File: src/rtl/dec8b10b_pkg.sv
// Shared types and constants for the 8B/10B receive-side sequencer.
// Comma prefixes are the seven bits a..f,i (in_sym[9:3]) of K28.1/K28.5/K28.7.
package dec8b10b_pkg;

  typedef enum logic [1:0] {
    LOS  = 2'd0,
    ACQ  = 2'd1,
    SYNC = 2'd2
  } sync_state_t;

  localparam logic [6:0] COMMA_N    = 7'b0011111;
  localparam logic [6:0] COMMA_P    = 7'b1100000;
  localparam logic [7:0] K28_5_BYTE = 8'hBC;

endpackage

File: src/rtl/dec8b10b_comma_det.sv
// Combinational comma detector on the abcdeif prefix of a raw code group.
// Kept separate so the upstream bit aligner can reuse it.
module dec8b10b_comma_det
  import dec8b10b_pkg::*;
(
  input  logic [6:0] sym_hi,
  output logic       comma_n,
  output logic       comma_p
);

  assign comma_n = (sym_hi == COMMA_N);
  assign comma_p = (sym_hi == COMMA_P);

endmodule

File: src/rtl/dec8b10b_sync_ctrl.sv
// Receive sequencer around the combinational 8B/10B decoder: running disparity,
// word-sync acquire/lose FSM with bit-slip requests, output qualification, error count.
module dec8b10b_sync_ctrl
  import dec8b10b_pkg::*;
#(
  parameter int COMMAS_TO_LOCK  = 3,
  parameter int ERR_TO_LOSE     = 4,
  parameter int GOOD_TO_RECOVER = 4,
  parameter int SLIP_WAIT       = 20,
  parameter int CNT_W           = 16
) (
  input  logic             clk,
  input  logic             reset,
  input  logic             in_valid,
  input  logic [9:0]       in_sym,
  input  logic [7:0]       dec_data,
  input  logic             dec_k,
  input  logic             dec_code_err,
  input  logic             dec_rd_err,
  input  logic             dec_rd_out,
  output logic             rd_to_dec,
  output logic             out_valid,
  output logic [7:0]       out_data,
  output logic             out_k,
  output logic             out_err,
  output logic             sync_ok,
  output logic             bitslip,
  output logic [CNT_W-1:0] err_count,
  input  logic             clr_cnt,
  output sync_state_t      dbg_state
);

  localparam logic [3:0] LOCK_N    = 4'(COMMAS_TO_LOCK);
  localparam logic [3:0] LOSE_N    = 4'(ERR_TO_LOSE);
  localparam logic [3:0] GOOD_N    = 4'(GOOD_TO_RECOVER);
  localparam logic [7:0] SLIP_LAST = 8'(SLIP_WAIT - 1);

  sync_state_t state, state_next;
  logic [3:0]  comma_cnt, comma_cnt_next;
  logic [3:0]  err_cnt, err_cnt_next;
  logic [3:0]  good_cnt, good_cnt_next;
  logic [7:0]  slip_cnt, slip_cnt_next;
  logic        slip_fire;
  logic        err_inc;
  logic        rd_reg;
  logic        comma_n, comma_p, comma;
  logic        sym_ok;
  logic        unused_sym_lsbs;

  dec8b10b_comma_det u_comma_det (
    .sym_hi  (in_sym[9:3]),
    .comma_n (comma_n),
    .comma_p (comma_p)
  );

  assign unused_sym_lsbs = ^in_sym[2:0];
  assign comma           = comma_n | comma_p;
  assign sym_ok          = ~dec_code_err & ~dec_rd_err;
  assign dbg_state       = state;

  // A comma fixes its own disparity, so re-seed the decoder from it.
  assign rd_to_dec = comma_n ? 1'b0 : (comma_p ? 1'b1 : rd_reg);

  always_comb begin
    state_next     = state;
    comma_cnt_next = comma_cnt;
    err_cnt_next   = err_cnt;
    good_cnt_next  = good_cnt;
    slip_cnt_next  = slip_cnt;
    slip_fire      = 1'b0;
    err_inc        = 1'b0;
    if (in_valid) begin
      case (state)
        LOS: begin
          if (comma && sym_ok) begin
            comma_cnt_next = 4'd1;
            slip_cnt_next  = '0;
            if (LOCK_N == 4'd1) begin
              state_next    = SYNC;
              err_cnt_next  = '0;
              good_cnt_next = '0;
            end else begin
              state_next = ACQ;
            end
          end else if (comma) begin
            slip_cnt_next = '0;
          end else if (slip_cnt == SLIP_LAST) begin
            slip_fire     = 1'b1;
            slip_cnt_next = '0;
          end else begin
            slip_cnt_next = slip_cnt + 8'd1;
          end
        end
        ACQ: begin
          if (!sym_ok) begin
            state_next     = LOS;
            comma_cnt_next = '0;
            slip_cnt_next  = '0;
          end else if (comma) begin
            if (comma_cnt + 4'd1 == LOCK_N) begin
              state_next    = SYNC;
              err_cnt_next  = '0;
              good_cnt_next = '0;
            end else begin
              comma_cnt_next = comma_cnt + 4'd1;
            end
          end
        end
        SYNC: begin
          if (!sym_ok) begin
            err_inc       = 1'b1;
            good_cnt_next = '0;
            if (err_cnt + 4'd1 == LOSE_N) begin
              state_next     = LOS;
              err_cnt_next   = '0;
              comma_cnt_next = '0;
              slip_cnt_next  = '0;
            end else begin
              err_cnt_next = err_cnt + 4'd1;
            end
          end else if (err_cnt != 4'd0) begin
            // A run of good symbols forgives one accumulated error.
            if (good_cnt + 4'd1 == GOOD_N) begin
              err_cnt_next  = err_cnt - 4'd1;
              good_cnt_next = '0;
            end else begin
              good_cnt_next = good_cnt + 4'd1;
            end
          end
        end
        default: state_next = LOS;
      endcase
    end
  end

  always_ff @(posedge clk or posedge reset) begin
    if (reset) begin
      state     <= LOS;
      comma_cnt <= '0;
      err_cnt   <= '0;
      good_cnt  <= '0;
      slip_cnt  <= '0;
    end else begin
      state     <= state_next;
      comma_cnt <= comma_cnt_next;
      err_cnt   <= err_cnt_next;
      good_cnt  <= good_cnt_next;
      slip_cnt  <= slip_cnt_next;
    end
  end

  always_ff @(posedge clk or posedge reset) begin
    if (reset) begin
      rd_reg    <= 1'b0;
      out_valid <= 1'b0;
      out_data  <= '0;
      out_k     <= 1'b0;
      out_err   <= 1'b0;
      sync_ok   <= 1'b0;
      bitslip   <= 1'b0;
      err_count <= '0;
    end else begin
      sync_ok <= (state_next == SYNC);
      bitslip <= slip_fire;
      if (in_valid) begin
        rd_reg    <= dec_rd_out;
        out_data  <= dec_data;
        out_k     <= dec_k;
        out_err   <= ~sym_ok;
        out_valid <= (state == SYNC) & sym_ok;
      end else begin
        out_valid <= 1'b0;
        out_err   <= 1'b0;
      end
      if (clr_cnt) begin
        err_count <= '0;
      end else if (err_inc && (err_count != '1)) begin
        err_count <= err_count + CNT_W'(1);
      end
    end
  end

endmodule

File: config.mk
export PLATFORM = sky130hd
export DESIGN_NAME = dec8b10b_sync_ctrl
export DESIGN_NICKNAME = d
export VERILOG_FILES = /design/src/rtl/dec8b10b_pkg.sv /design/src/rtl/dec8b10b_comma_det.sv /design/src/rtl/dec8b10b_sync_ctrl.sv
export SDC_FILE = /design/constraint.sdc
export NUM_CORES = 1
export LEC_CHECK = 0
export BUFFER_PORTS_ARGS = -buffer_cell sky130_fd_sc_hd__buf_2
export CELL_PAD_IN_SITES_DETAIL_PLACEMENT = 0
export CELL_PAD_IN_SITES_GLOBAL_PLACEMENT = 1
export CORE_UTILIZATION = 43
export DETAILED_ROUTE_END_ITERATION = 16
export GPL_TIMING_DRIVEN = 0
export PLACE_DENSITY_LB_ADDON = 0.1
export SYNTH_ARGS = -nofsm -noshare
export SYNTH_HDL_FRONTEND = slang
export SYNTH_HIERARCHICAL = 1
export SYNTH_SLANG_ARGS = --single-unit
File: constraint.sdc
create_clock -name clk -period 2.6 [get_ports clk]
set_input_delay 0.26 -clock clk [delete_from_list [all_inputs] [get_ports clk]]
set_output_delay 0.26 -clock clk [all_outputs]
set_load 0.1 [all_outputs]
==> results.toml <==
[status]
status = "finished, final reports clean"

[placement]
dpl.hpwl_um = 4500
placed_area_sq_um = 3380
place.gp.congestion = 0.762
dp_slack_ns = 0.340
port_buffers = 52

[worst_setup_path]
crit_family = "simple AND/OR/NAND/NOR gates"
path_depth = 7
worstSetupPathType = "flip-flop to flip-flop"
path_cells = "ha_1, nor2_1, a211oi_2, nor3b_4, a41oi_4, nor3b_4, mux2_4"
r2r_cells = 7
required_ns = 2.79
worst-path-max-fanout = 6
r2r_slack_ns = 0.33
r2r_start = "comma_cnt[0]"
critPathLaunchType = "flip-flop"
startpoint = "comma_cnt[0]"
path_buf_inv = 0
cpPeakStageDelay_ns = 0.45
crit_top_cell = "nor3b_4"
critPathSlowestCell = "dfrtp_1"
endpoint_kind = "flip-flop"
cp.arrival_ns = 2.46
reg2reg_to = "err_cnt[0]"
endpoint = "err_cnt[0]"

[clocking]
clockRootBuffer = "clkbuf_8"
tritoncts = "built"
clock_path_buffers = 2
clk_latency_ns = 0.30
htreeDepth = 2
hold_buffers = 1
cts.clk_slew.worst_paths_ns = 0.09
cts_resized = 0
cts_buffers = 5
postCtsSetupBuffers = 0
cts.sinks = 52

[yosys]
netlist.top_cell.by_area = "dfrtp_1"
synth_nets = 340
avgSynthCellArea_sq_um = 9.98
synth_edf_count = 0
syn_inst = 301
yosys_warnings = 6
synthFlopType = "dfrtp_1"
synth_seq_area_share = 0.433
ys_ff_latch = 52
async_reset_ff_frac = 1.00
synthDistinctLibCells = 57
synth_top_area_share = 0.433
syn_area_sq_um = 3000
synth_area_leaders = "dfrtp_1 (43%), ha_1 (5.4%), nor2_1 (3.9%), mux2_2 (3.8%), xor2_1 (3.5%)"

[timing]
report.final.slew_viol_count = 0
fmax_mhz = 441
fin_ws_ns = 0.332
setup_tns_ns = 0
setup_viol = 0
worstMarginPinSlew_ns = 0.634
final-hold-violation-count = 0
max_slew_margin = 0.577
layout_min_cycle_time_ns = 2.27
period_share = 0.872
fin_worst_skew_ns = 0.00446
hold_ws_ns = 0.184
rsz0062_at_grt = "no"

[final_layout]
fillCellCount = 649
multi_input_area_sq_um = 1580
layout_commonest_cell = "buf_2"
seqCellArea_sq_um = 1300
top_register = "err_count"
syn2layout_area_growth_pct = 16.0
final_cell_mix = "buf_2 (52), dfrtp_1 (51), nor2_1 (31), nand2_1 (24), o21ai_0 (15)"
drive_above_1_share = 0.251
diodes = 0
top_regs = "err_count x16, out_data x8, slip_cnt x8"
fin_area_sq_um = 3480
fin_nets = 401
largest_register_ffs = 16

[drt]
drt_iter0_markers = 123
first_pass_iters = 5
routed_wl_um = 6150
wl_per_cell_um = 13.9
viasPerCell = 5.32
drc = 0
ant_nets = 0
vias = 2355

[hold_path]
hold_path_class = "input port to flip-flop"

[global_routing]
grt_overflow_total = 0
grt_first_pass_wirelength_um = 10700
antenna_found_initial = 0
track_usage = 0.183
grt_max_degree = 41
grt_pass1_vias = 2228

[power]
cellPowerDensity_nw_per_um2 = 551
leakage_nw = 1.63
peakVddDrop_v = 0.000359

[job]
drv_cap = 0

[floorplanning]
start_util = 0.444
rows = 30
die_h_um = 85.6
core_area_sq_um = 6760
die_w_um = 85.6
die_area_sq_um = 7320
ios = 58
==> kinds of logic (layout without fill, tap and decap cells) <==
kind of cell / count (synthesis) / in the layout / synth area share
and+or+nand+nor: 125 / 125 / 0.222
AOI/OAI and AO/OA: 54 / 54 / 0.134
DFF: 52 / 52 / 0.433
buffers and inverters: 22 / 84 / 0.0404
muxes: 18 / 18 / 0.0662
xor gates and xnor gates: 17 / 17 / 0.0496
adders and majority gates: 13 / 13 / 0.0542
==> metal layers <==
layer | GRT usage | part of all wire | up-vias
li1 | - | - | 1185
met1 | 0.268 | 0.52 | 1120
met2 | 0.270 | 0.43 | 48
met3 | 0.0452 | 0.040 | 2
met4 | 0.0500 | 0.0052 | 0
met5 | 0 | 0 | -
==> cells in the mapped netlist (2+ instances only) <==
master / number
and4_1: 3
nor2b_1: 3
and3_1: 13
nor2_1: 31
nand2b_1: 4
dfrtp_1: 52
nand4_1: 4
a211o_1: 3
o21ai_0: 15
nand2_1: 24
mux2_2: 10
o2bb2ai_1: 3
xnor2_1: 5
nor4_1: 2
clkbuf_8: 2
ha_1: 13
buf_6: 2
clkbuf_1: 3
or2_2: 2
nor3b_4: 2
o21ai_1: 5
xor2_1: 12
inv_1: 13
or2_1: 2
mux2i_1: 6
o31ai_1: 2
a22o_1: 3
nor3_1: 12
o211ai_1: 2
nand3_1: 14
a21oi_1: 8
==> worst min path at each step <==
stage	from	end	slack (ns)	cells past startpoint
2_1_floorplan	dec_data[7]	out_data[7]	0.41	1
3_3_place_gp	out_data[2]	out_data[2]	0.49	1
3_5_place_dp	reset	err_count[6]	0.23	2
4_1_cts	dec_data[5]	out_data[5]	0.17	2
5_1_grt	dec_data[6]	out_data[6]	0.16	2
6_report	dec_data[5]	out_data[5]	0.18	2
==> where the power goes <==
group	switching (mW)	leakage [nW]	internal, mW
registers	0.0493	0.679	0.865
clock network	0.257	0.0455	0.218
logic	0.380	0.903	0.152
==> stage by stage <==
stage,utilization,total power [mW],cells
finish,0.516,1.92,443
global route,0.516,2.03,443
CTS,0.516,1.94,443
detailed placement,0.501,1.46,434
global placement,0.498,1.46,433
floorplan,-,1.35,301
==> layout make-up <==
class                      count  area share
buffer                         9      0.0208
multi-input combinational    227       0.454
inverter                      13      0.0140
clock buffer                   8      0.0259
timing repair buffer          54      0.0833
sequential                    52       0.374
tap                           80      0.0287
(Power assumes the default switching activity.)
